## src/rtl/fn_alu_pipe.sv

```systemverilog
// Two-stage bitwise ALU pipeline with valid/ready handshake, chaining accumulator
// and a wrapping delivered-result counter.
module fn_alu_pipe #(
    parameter int unsigned WIDTH = 8,
    parameter int unsigned CNT_W = 16
) (
    input  logic             clk,
    input  logic             rst,
    input  logic             in_valid,
    output logic             in_ready,
    input  logic [WIDTH-1:0] a,
    input  logic [WIDTH-1:0] b,
    input  logic [2:0]       sel,
    input  logic             acc_en,
    input  logic             acc_clr,
    output logic             out_valid,
    input  logic             out_ready,
    output logic [WIDTH-1:0] out_data,
    output logic             out_zero,
    output logic             out_parity,
    output logic [CNT_W-1:0] res_cnt
);

    logic             adv;
    logic             s1_valid_q;
    logic [WIDTH-1:0] s1_a_q;
    logic [WIDTH-1:0] s1_b_q;
    logic [2:0]       s1_sel_q;
    logic             s1_acc_en_q;
    logic [WIDTH-1:0] acc_q;
    logic [WIDTH-1:0] op_a;
    logic [WIDTH-1:0] result;
    logic             out_valid_q;
    logic [WIDTH-1:0] out_data_q;
    logic             out_zero_q;
    logic             out_parity_q;
    logic [CNT_W-1:0] res_cnt_q;

    // Whole pipe moves as one; S2 only blocks when it holds an unconsumed result.
    always_comb begin
        adv = !out_valid_q || out_ready;
    end

    always_comb begin
        op_a   = s1_acc_en_q ? acc_q : s1_a_q;
        result = op_a;
        case (s1_sel_q)
            3'b000:  result = op_a & s1_b_q;
            3'b001:  result = op_a | s1_b_q;
            3'b010:  result = op_a ^ s1_b_q;
            3'b011:  result = ~(op_a ^ s1_b_q);
            3'b100:  result = ~(op_a & s1_b_q);
            3'b101:  result = ~(op_a | s1_b_q);
            3'b110:  result = op_a & ~s1_b_q;
            default: result = op_a;
        endcase
    end

    always_ff @(posedge clk) begin
        if (rst) begin
            s1_valid_q   <= 1'b0;
            s1_a_q       <= '0;
            s1_b_q       <= '0;
            s1_sel_q     <= 3'b000;
            s1_acc_en_q  <= 1'b0;
            out_valid_q  <= 1'b0;
            out_data_q   <= '0;
            out_zero_q   <= 1'b0;
            out_parity_q <= 1'b0;
            acc_q        <= '0;
            res_cnt_q    <= '0;
        end else begin
            if (adv) begin
                s1_valid_q   <= in_valid;
                s1_a_q       <= a;
                s1_b_q       <= b;
                s1_sel_q     <= sel;
                s1_acc_en_q  <= acc_en;
                out_valid_q  <= s1_valid_q;
                out_data_q   <= result;
                out_zero_q   <= (result == '0);
                out_parity_q <= ^result;
            end
            // Clear wins, but the beat moving into S2 already used the old acc above.
            if (acc_clr) begin
                acc_q <= '0;
            end else if (adv && s1_valid_q) begin
                acc_q <= result;
            end
            if (out_valid_q && out_ready) begin
                res_cnt_q <= res_cnt_q + CNT_W'(1);
            end
        end
    end

    assign in_ready   = adv;
    assign out_valid  = out_valid_q;
    assign out_data   = out_data_q;
    assign out_zero   = out_zero_q;
    assign out_parity = out_parity_q;
    assign res_cnt    = res_cnt_q;

endmodule
```

## config.mk

```make
export PLATFORM = sky130hd
export DESIGN_NAME = fn_alu_pipe
export DESIGN_NICKNAME = d
export VERILOG_FILES = /design/src/rtl/fn_alu_pipe.sv
export SDC_FILE = /design/constraint.sdc
export NUM_CORES = 1
export LEC_CHECK = 0
export CORE_AREA = 8 8 84 86
export DETAILED_ROUTE_END_ITERATION = 12
export DIE_AREA = 0 0 92 94
export PLACE_DENSITY = 0.79
export SETUP_SLACK_MARGIN = 0.5
export SYNTH_ARGS = -nofsm -noshare
export SYNTH_HDL_FRONTEND = slang
export SYNTH_SLANG_ARGS = --single-unit
```

## constraint.sdc

```tcl
create_clock -name clk -period 6.45 [get_ports clk]
set_input_delay 0.645 -clock clk [delete_from_list [all_inputs] [get_ports clk]]
set_output_delay 0.645 -clock clk [all_outputs]
set_load 0.02 [all_outputs]
```

# [Yosys cells after proc, flatten, opt, wreduce, memory -nomap -nowiden]
# Index checks and enable logic that the tools add are counted.
[word_totals] ff_bits=56 in_bits=25 elab_cells=36
[op_classes] n_addsub=1 eq_ne=6 muxes=2 bitwise_logic=8 reduce_logical=8
[op_table] op="$pmux 8 s7" count=1
[op_table] op="$not 8->8" count=4
[op_table] op="$add 16x1->16 const B" count=1
[op_table] op="$and 8x8->8" count=2
[op_table] op="$eq 3x3->1 const B" count=3
[op_table] op="$logic_not 8->1" count=1
[op_table] op="$mux 8" count=1
[op_table] op="$or 8x8->8" count=1
[op_table] op="$reduce_xor 8->1" count=1
[op_table] op="$xor 8x8->8" count=1
[op_table] op="$eq 3x2->1 const B" count=2
[op_table] op="$eq 3x1->1 const B" count=1
[op_table] op="$logic_not 3->1" count=1
[op_table] op="$logic_and 1x1->1" count=2
[op_table] op="$reduce_or 2->1" count=1
[op_table] op="$logic_not 1->1" count=1
[op_table] op="$logic_or 1x1->1" count=1

# [Depth between registers and ports, before layout]
# Gate-level depths: netlist of the first run.
[logic_depth] ltp_word=5 ltp_mapped=13 depth_no_buf=12

# [Worst setup path before layout of the first run]
# No wires, ideal clock.
[synth_path] kind="register to register" startpoint="register s1_acc_en_q" endpoint="register out_parity_q (netlist: out_parity)" arrival_time_ns=2.685 t_required_ns=6.364 path_slack_ns=3.679 path_stages_with_launch=13 cell_sequence="dfxtp_1 -> clkbuf_1 -> mux2i_1 -> inv_1 -> ha_1 -> nor2b_1 -> o31ai_1 -> a21oi_1 -> or2_2 -> ha_1 -> xnor2_1 -> xnor2_1 -> a211oi_1"
[synth_via] elab_chain_cells=5 elab_cells_between_ends=10
[synth_rtl] element="start, declared" line="29" source="logic s1_acc_en_q;"
[synth_rtl] element="start signal, assigned" line="78" source="s1_acc_en_q <= acc_en;"
[synth_rtl] element="$mux 8 (*)" line="45" source="op_a = s1_acc_en_q ? acc_q : s1_a_q;"
[synth_rtl] element="$or 8x8->8 (tied with other cells)" line="49, 53"
[synth_rtl] element="$not 8->8, on equally long branches" line="53, 51, 52"
[synth_rtl] element="$pmux 8 s7 (*)" line="47" source="case (s1_sel_q)"
[synth_rtl] element="$reduce_xor 8->1 (*)" line="82" source="out_parity_q <= ^result;"
[synth_rtl] element="end signal, assigned" line="82"
[synth_rtl] element="end, declared" line="36" source="logic out_parity_q;"
# Every way passes the cells marked *; elsewhere a longest branch is shown, timed or not.
# A chain may end at the register's enable or synchronous reset.

# [Worst setup path in the final report of the first run]
# Ends and elaborated chain as after synthesis.

==> results_dict.tcl, run 1 <==
set metrics [dict create \
    rows 28 \
    synth.cell_area_um2 3150 \
    drt-initial-drc-count 149 \
    fin_crit_sh_pct 47.9 \
    ant_nets 0 \
    cts.clk_slew.worst_paths_ns 0.10 \
    min_to "s1_a_q[3]" \
    ioPinCount 53 \
    p_leak_nw 1.51 \
    place_ws_ns 3.38 \
    ctsHoldBuffers 0 \
    vias 2784 \
    path_cells "mux2i_1 > inv_1 > ha_1 > nor2b_1 > o31ai_1 > a21oi_1 > or2_2 > ha_1 > xnor2_1 > xnor2_1 > a211oi_1" \
    grt_max_degree 52 \
    hp-class "reg -> reg" \
    crit_path_start_kind "register" \
    routedWlPerCell_um 15.3 \
    final_nets 473 \
    utilization_pct 65.9 \
    power.total_mw 0.742 \
    grt_pass1_vias 2765 \
    final_common_cell "nand2_1" \
    period_needed_ns 3.09 \
    finalWirelength_um 7580 \
    clock-sinks 56 \
    synth_nets 433 \
    placed_area_um2 3700 \
    drv_cap 0 \
    grt_use_total_pct 17.7 \
    nFillCells 502 \
    die_h_um 94 \
    finalSetupViolCount 0 \
    slowest_delay_ns 0.66 \
    drive_above_1_share_pct 6.43 \
    setup_tns_ns 0 \
    avgViaCountPerCell 5.62 \
    io_buffers 52 \
    die_w_um 92 \
    synth.avg_cell_area_um2 8.32 \
    synth_edf_count 0 \
    ir_drop_uv 127 \
    ys_warn_count 0 \
    worst-r2r-setup-slack_ns 3.36 \
    worst_setup_path_end_kind "register" \
    fin_cells 495 \
    required_ns 6.68 \
    clock_path_buffers 2 \
    rsz0062_at_grt "false" \
    yosys_register_bits 56 \
    hold_depth 2 \
    antenna_found_initial 0 \
    relSlewSlack_pct 21.3 \
    clk_latency_ns 0.31 \
    finish.instance_area_um2 3790 \
    status "completed" \
    start_util_pct 54.9 \
    power_density_nw_per_um2 196 \
    cts-resized-gates 0 \
    dp_cells 487 \
    diodes 0 \
    cts_root_buffer "clkbuf_8" \
    final_cell_mix "nand2_1 (66), dfxtp_1 (56), clkdlybuf4s50_1 (52)" \
    critPathKind "reg -> reg" \
    grt_pass1_wl_um 12700 \
    ys_types 40 \
    htreeDepth 2 \
    multi_input_area_um2 1870 \
    crit_fanout 9 \
    crit_slowest_cell "dfxtp_1" \
    numCtsBuffers 5 \
    hold_viol_final 0 \
    cts_tree "done" \
    core_area_um2 5750 \
    gr-total-overflow 0 \
    syn-instance-count 379 \
    dpl.hpwl_um 5430 \
    maxSlewViolCount 0 \
    timing.rr.end "out_parity" \
    synthFlopType "dfxtp_1" \
    ys_seq_area_share_pct 35.6 \
    area_growth_pct 20.1 \
    timing.final.ws_setup_ns 3.36 \
    ff_latch_area_um2 1120 \
    dieArea_um2 8650 \
    gp_congestion 0.809 \
    min_from "s1_a_q[3]" \
    cts_setup_buffers 0 \
    tightest_slew_ns 1.18 \
    worstReg2RegStart "s1_acc_en_q" \
    ys_async_sr_fraction_pct 0 \
    holdWs_ns 0.462 \
    drtPass1Iterations 4 \
    route.detailed.drc 0 \
    reg2reg_depth 11 \
    fin_skew_ns 0.0104 \
    crit_arrival_ns 3.32 \
    fmax_ghz 0.324 \
]
[registers in the layout, summed over array words and instances, names as in the netlist]
name	flops
res_cnt	16
s1_sel_q	3
s1_valid_q	1
out_zero	1
out_data	8
acc_q	8
s1_a_q	8
s1_b_q	8
out_parity	1
s1_acc_en_q	1
out_valid	1
[how the worst max path moves through the flow]
stage | slack (ns) | endpoint | startpoint
final | 3.36 | out_parity | s1_acc_en_q
after global routing | 3.05 | out_parity | s1_acc_en_q
after CTS | 3.34 | out_parity | s1_acc_en_q
after detailed placement | 3.38 | out_parity | s1_sel_q[1]
after global placement | 3.41 | in_ready | out_ready
after floorplan | 3.68 | out_parity | s1_acc_en_q
[per-layer routing]
metal  share of wire (%)  wire (um)  GRT usage, %  vias up
met2                  47       3580          29.0       68
li1                    -          -             -     1401
met1                  46       3480          22.2     1303
met5                   0          0             0        -
met4                 2.0        150          6.85        0
met3                 4.8        365          3.52       12
[worst max-delay path: cells and delay by family (launching register included)]
family / cells / cell delay [ns]
multiplexers: 1 / 0.30
adder cells (fa/ha/maj): 2 / 0.50
AO/OA/AOI/OAI: 3 / 0.66
flip-flops: 1 / 0.66
AND/OR/NAND/NOR: 2 / 0.48
XOR/XNOR: 2 / 0.29
buffers and inverters: 1 / 0.11
[where the power goes]
part / internal, mW / switching [mW] / leakage (nW) / total, mW
registers: 0.364 / 0.0212 / 0.459 / 0.385
clock network: 0.0778 / 0.115 / 0.0456 / 0.193
logic: 0.0808 / 0.0833 / 1.01 / 0.164
total: 0.522 / 0.220 / 1.51 / 0.742
[area by class of cell]
type	instances	area share [%]
Sequential cell	56	29.6
Timing Repair Buffer	54	14.1
Tap cell	75	2.48
Clock inverter	2	0.363
Inverter	22	2.18
Multi-Input combinational cell	280	49.3
Clock buffer	6	1.92
[logic make-up after synthesis]
logic type               after synthesis  synth area share, %
multiplexers                          18                 5.71
flip-flops                            56                 35.6
AND/OR/NAND/NOR                      139                 21.0
XOR/XNOR                              13                 3.61
adder cells (fa/ha/maj)               29                 11.5
AO/OA/AOI/OAI                         81                 17.4
buffers and inverters                 43                 5.20
[Yosys cell counts (6+ instances only)]
library cell  number  area (um2)
buf_1              6        22.5
nor2_1            24        90.1
mux2i_1           18         180
o21ai_0           12        60.1
nand3_1            9        45.0
a31o_2             7        61.3
inv_1             22        82.6
a32o_1             7        70.1
ha_1              29         363
nor3b_1            7        52.6
nand2_1           66         248
a21oi_1           35         175
clkbuf_1          13        48.8
xnor2_1            6        52.6
xor2_1             7        61.3
dfxtp_1           56        1120
(Power assumes the default switching activity.)
==> inputs of run 2 (changes only) <==
--- a/config.mk
+++ b/config.mk
@@ -5,10 +5,10 @@
 export SDC_FILE = /design/constraint.sdc
 export NUM_CORES = 1
 export LEC_CHECK = 0
-export CORE_AREA = 8 8 84 86
+export CORE_AREA = 8 8 91 93
 export DETAILED_ROUTE_END_ITERATION = 12
-export DIE_AREA = 0 0 92 94
-export PLACE_DENSITY = 0.79
+export DIE_AREA = 0 0 99 101
+export PLACE_DENSITY = 0.7
 export SETUP_SLACK_MARGIN = 0.5
 export SYNTH_ARGS = -nofsm -noshare
 export SYNTH_HDL_FRONTEND = slang
==> constraint.sdc (replaced) <==
create_clock -name clk -period 2.8 [get_ports clk]
set_input_delay 0.28 -clock clk [delete_from_list [all_inputs] [get_ports clk]]
set_output_delay 0.28 -clock clk [all_outputs]
set_load 0.02 [all_outputs]
==> run 2 against run 1 <==
Compared with the run above:
- hold slack gained 0.019 ns
- sequential share of layout area shrank 2.9 points
- die area grew 16%
- final cell count grew 6.1%
- sequential cell count is the same
- final area grew 11%
- routed wire length grew 12%
- maximum frequency grew 19%
- global-route usage shrank 0.97 points
- via count grew 7.3%
- critical path type unchanged
- largest power group unchanged
==> results_dict.tcl, run 2 (synthesis results as in run 1) <==
set metrics [dict create \
    area_growth_pct 33.8 \
    required_ns 3.04 \
    relSlewSlack_pct 44.5 \
    multi_input_area_um2 2070 \
    p_sw_mw 0.563 \
    p_clk_share_pct 25.5 \
    status "completed" \
    period_needed_ns 2.60 \
    fin_crit_sh_pct 92.7 \
    drv_cap 0 \
    fin_cells 525 \
    dp_cells 507 \
    vias 2988 \
    grt_pass1_vias 3020 \
    routedWlPerCell_um 16.2 \
    cts_root_buffer "clkbuf_8" \
    die_h_um 101 \
    dieArea_um2 10000 \
    setup_tns_ns 0 \
    ioPinCount 53 \
    fmax_ghz 0.385 \
    worst_setup_path_end_kind "register" \
    io_buffers 52 \
    combPwrFrac_pct 26.5 \
    avgViaCountPerCell 5.69 \
    fin_skew_ns 0.00836 \
    cts.clk_slew.worst_paths_ns 0.10 \
    start_util_pct 45.4 \
    ctsHoldBuffers 0 \
    final_common_cell "nand2_1" \
    nFillCells 589 \
    drtPass1Iterations 4 \
    clk_latency_ns 0.32 \
    crit_path_start_kind "register" \
    drt-initial-drc-count 156 \
    power_density_nw_per_um2 435 \
    holdWs_ns 0.481 \
    route.detailed.drc 0 \
    internal_power_mw 1.27 \
    die_w_um 99 \
    rows 31 \
    gr-total-overflow 0 \
    clock-sinks 56 \
    htreeDepth 2 \
    dpl.hpwl_um 5850 \
    drive_above_1_share_pct 17.4 \
    grt_pass1_wl_um 13700 \
    crit_fanout 5 \
    ff_latch_area_um2 1120 \
    diodes 0 \
    critPathKind "reg -> reg" \
    largest_register_ff_count 16 \
    crit_arrival_ns 2.83 \
    final_cell_mix "nand2_1 (64), dfxtp_1 (55), clkdlybuf4s50_1 (51)" \
    rsz0062_at_grt "true" \
    grt_max_degree 51 \
    cts_tree "done" \
    numCtsBuffers 5 \
    clock_path_buffers 2 \
    final_nets 496 \
    finalWirelength_um 8490 \
    hold_viol_final 0 \
    gp_congestion 0.831 \
    grt_use_total_pct 16.7 \
    seq_power_share_pct 48.0 \
    ant_nets 0 \
    hp-class "reg -> reg" \
    antenna_found_initial 0 \
    core_area_um2 6940 \
    finalSetupViolCount 0 \
    p_leak_nw 1.65 \
    switching_share_pct 30.7 \
    maxSlewViolCount 0 \
    tightest_slew_ns 0.832 \
    ir_drop_uv 264 \
]
run 2: changes by cell type in the layout (fill, tap and decap cells not counted), moves of 2 or more:
cell / before / now
ha_4: 0 / 6
mux2i_4: 0 / 7
mux2i_1: 18 / 10
nand2_1: 66 / 64
nand2_2: 0 / 2
buf_4: 2 / 22
ha_1: 29 / 22
inv_1: 22 / 18
inv_2: 0 / 4
run 2: worst paths after layout:
kind               startpoint         end  slack, ns  cells past startpoint
setup / recovery  s1_acc_en_q  out_parity       0.20                     12
hold / removal      s1_b_q[7]   s1_b_q[7]       0.48                      2
setup reg to reg  s1_acc_en_q  out_parity       0.20                     12
hold reg to reg     s1_b_q[7]   s1_b_q[7]       0.48                      2
run 2: what timing repair did:
action,CTS,global route
cloned,1,0
pin swaps,14,2
setup buffers,8,1
gates resized for setup,29,7
setup endpoints to repair,2,3
run 2: metal layers:
layer | global-route usage (%) | share of wire (%) | wire (um)
met2 | 29.9 | 50 | 4240
met1 | 19.1 | 43 | 3680
met5 | 0 | 0 | 0
met4 | 5.79 | 1.8 | 156
met3 | 3.52 | 4.9 | 417
run 2: area by class of cell:
| type | instances | area share, % |
|---|---|---|
| multi-input cells | 280 | 49.1 |
| flip-flops and latches | 56 | 26.7 |
| repair buffers | 77 | 17.7 |
| well taps | 82 | 2.43 |
| inverters | 22 | 1.96 |
| clock buffers | 5 | 1.63 |
| clock inverters | 3 | 0.534 |
run 2: critical path: stages (launching register included):
cell      delay [ns]
dfxtp_4         0.41
buf_12          0.15
mux2i_4         0.29
inv_2           0.08
ha_1            0.19
nand3_1         0.09
o21ai_1         0.10
a2111o_1        0.44
nand2_2         0.11
ha_4            0.21
xnor2_2         0.13
xnor2_1         0.13
a211oi_1        0.19
run 2: per-stage QoR:
stage / util (%) / area [um2] / setup WS [ns] / total power [mW]
3_5_place_dp: 55.3 / 3840 / 0.122 / 1.30
3_3_place_gp: 55.3 / 3840 / 0.173 / 1.29
2_1_floorplan: - / 3180 / 0.404 / 1.15
4_1_cts: 60.1 / 4170 / 0.253 / 1.82
6_report: 60.7 / 4220 / 0.205 / 1.84
5_1_grt: 60.7 / 4220 / 0.109 / 1.91
run 2: power groups by stage:
stage	sequential, mW	combinational, mW	clock (mW)
3_3_place_gp	0.893	0.397	0
3_5_place_dp	0.893	0.408	0
5_1_grt	0.887	0.526	0.502
6_report	0.881	0.487	0.468
2_1_floorplan	0.900	0.248	0
4_1_cts	0.880	0.472	0.470
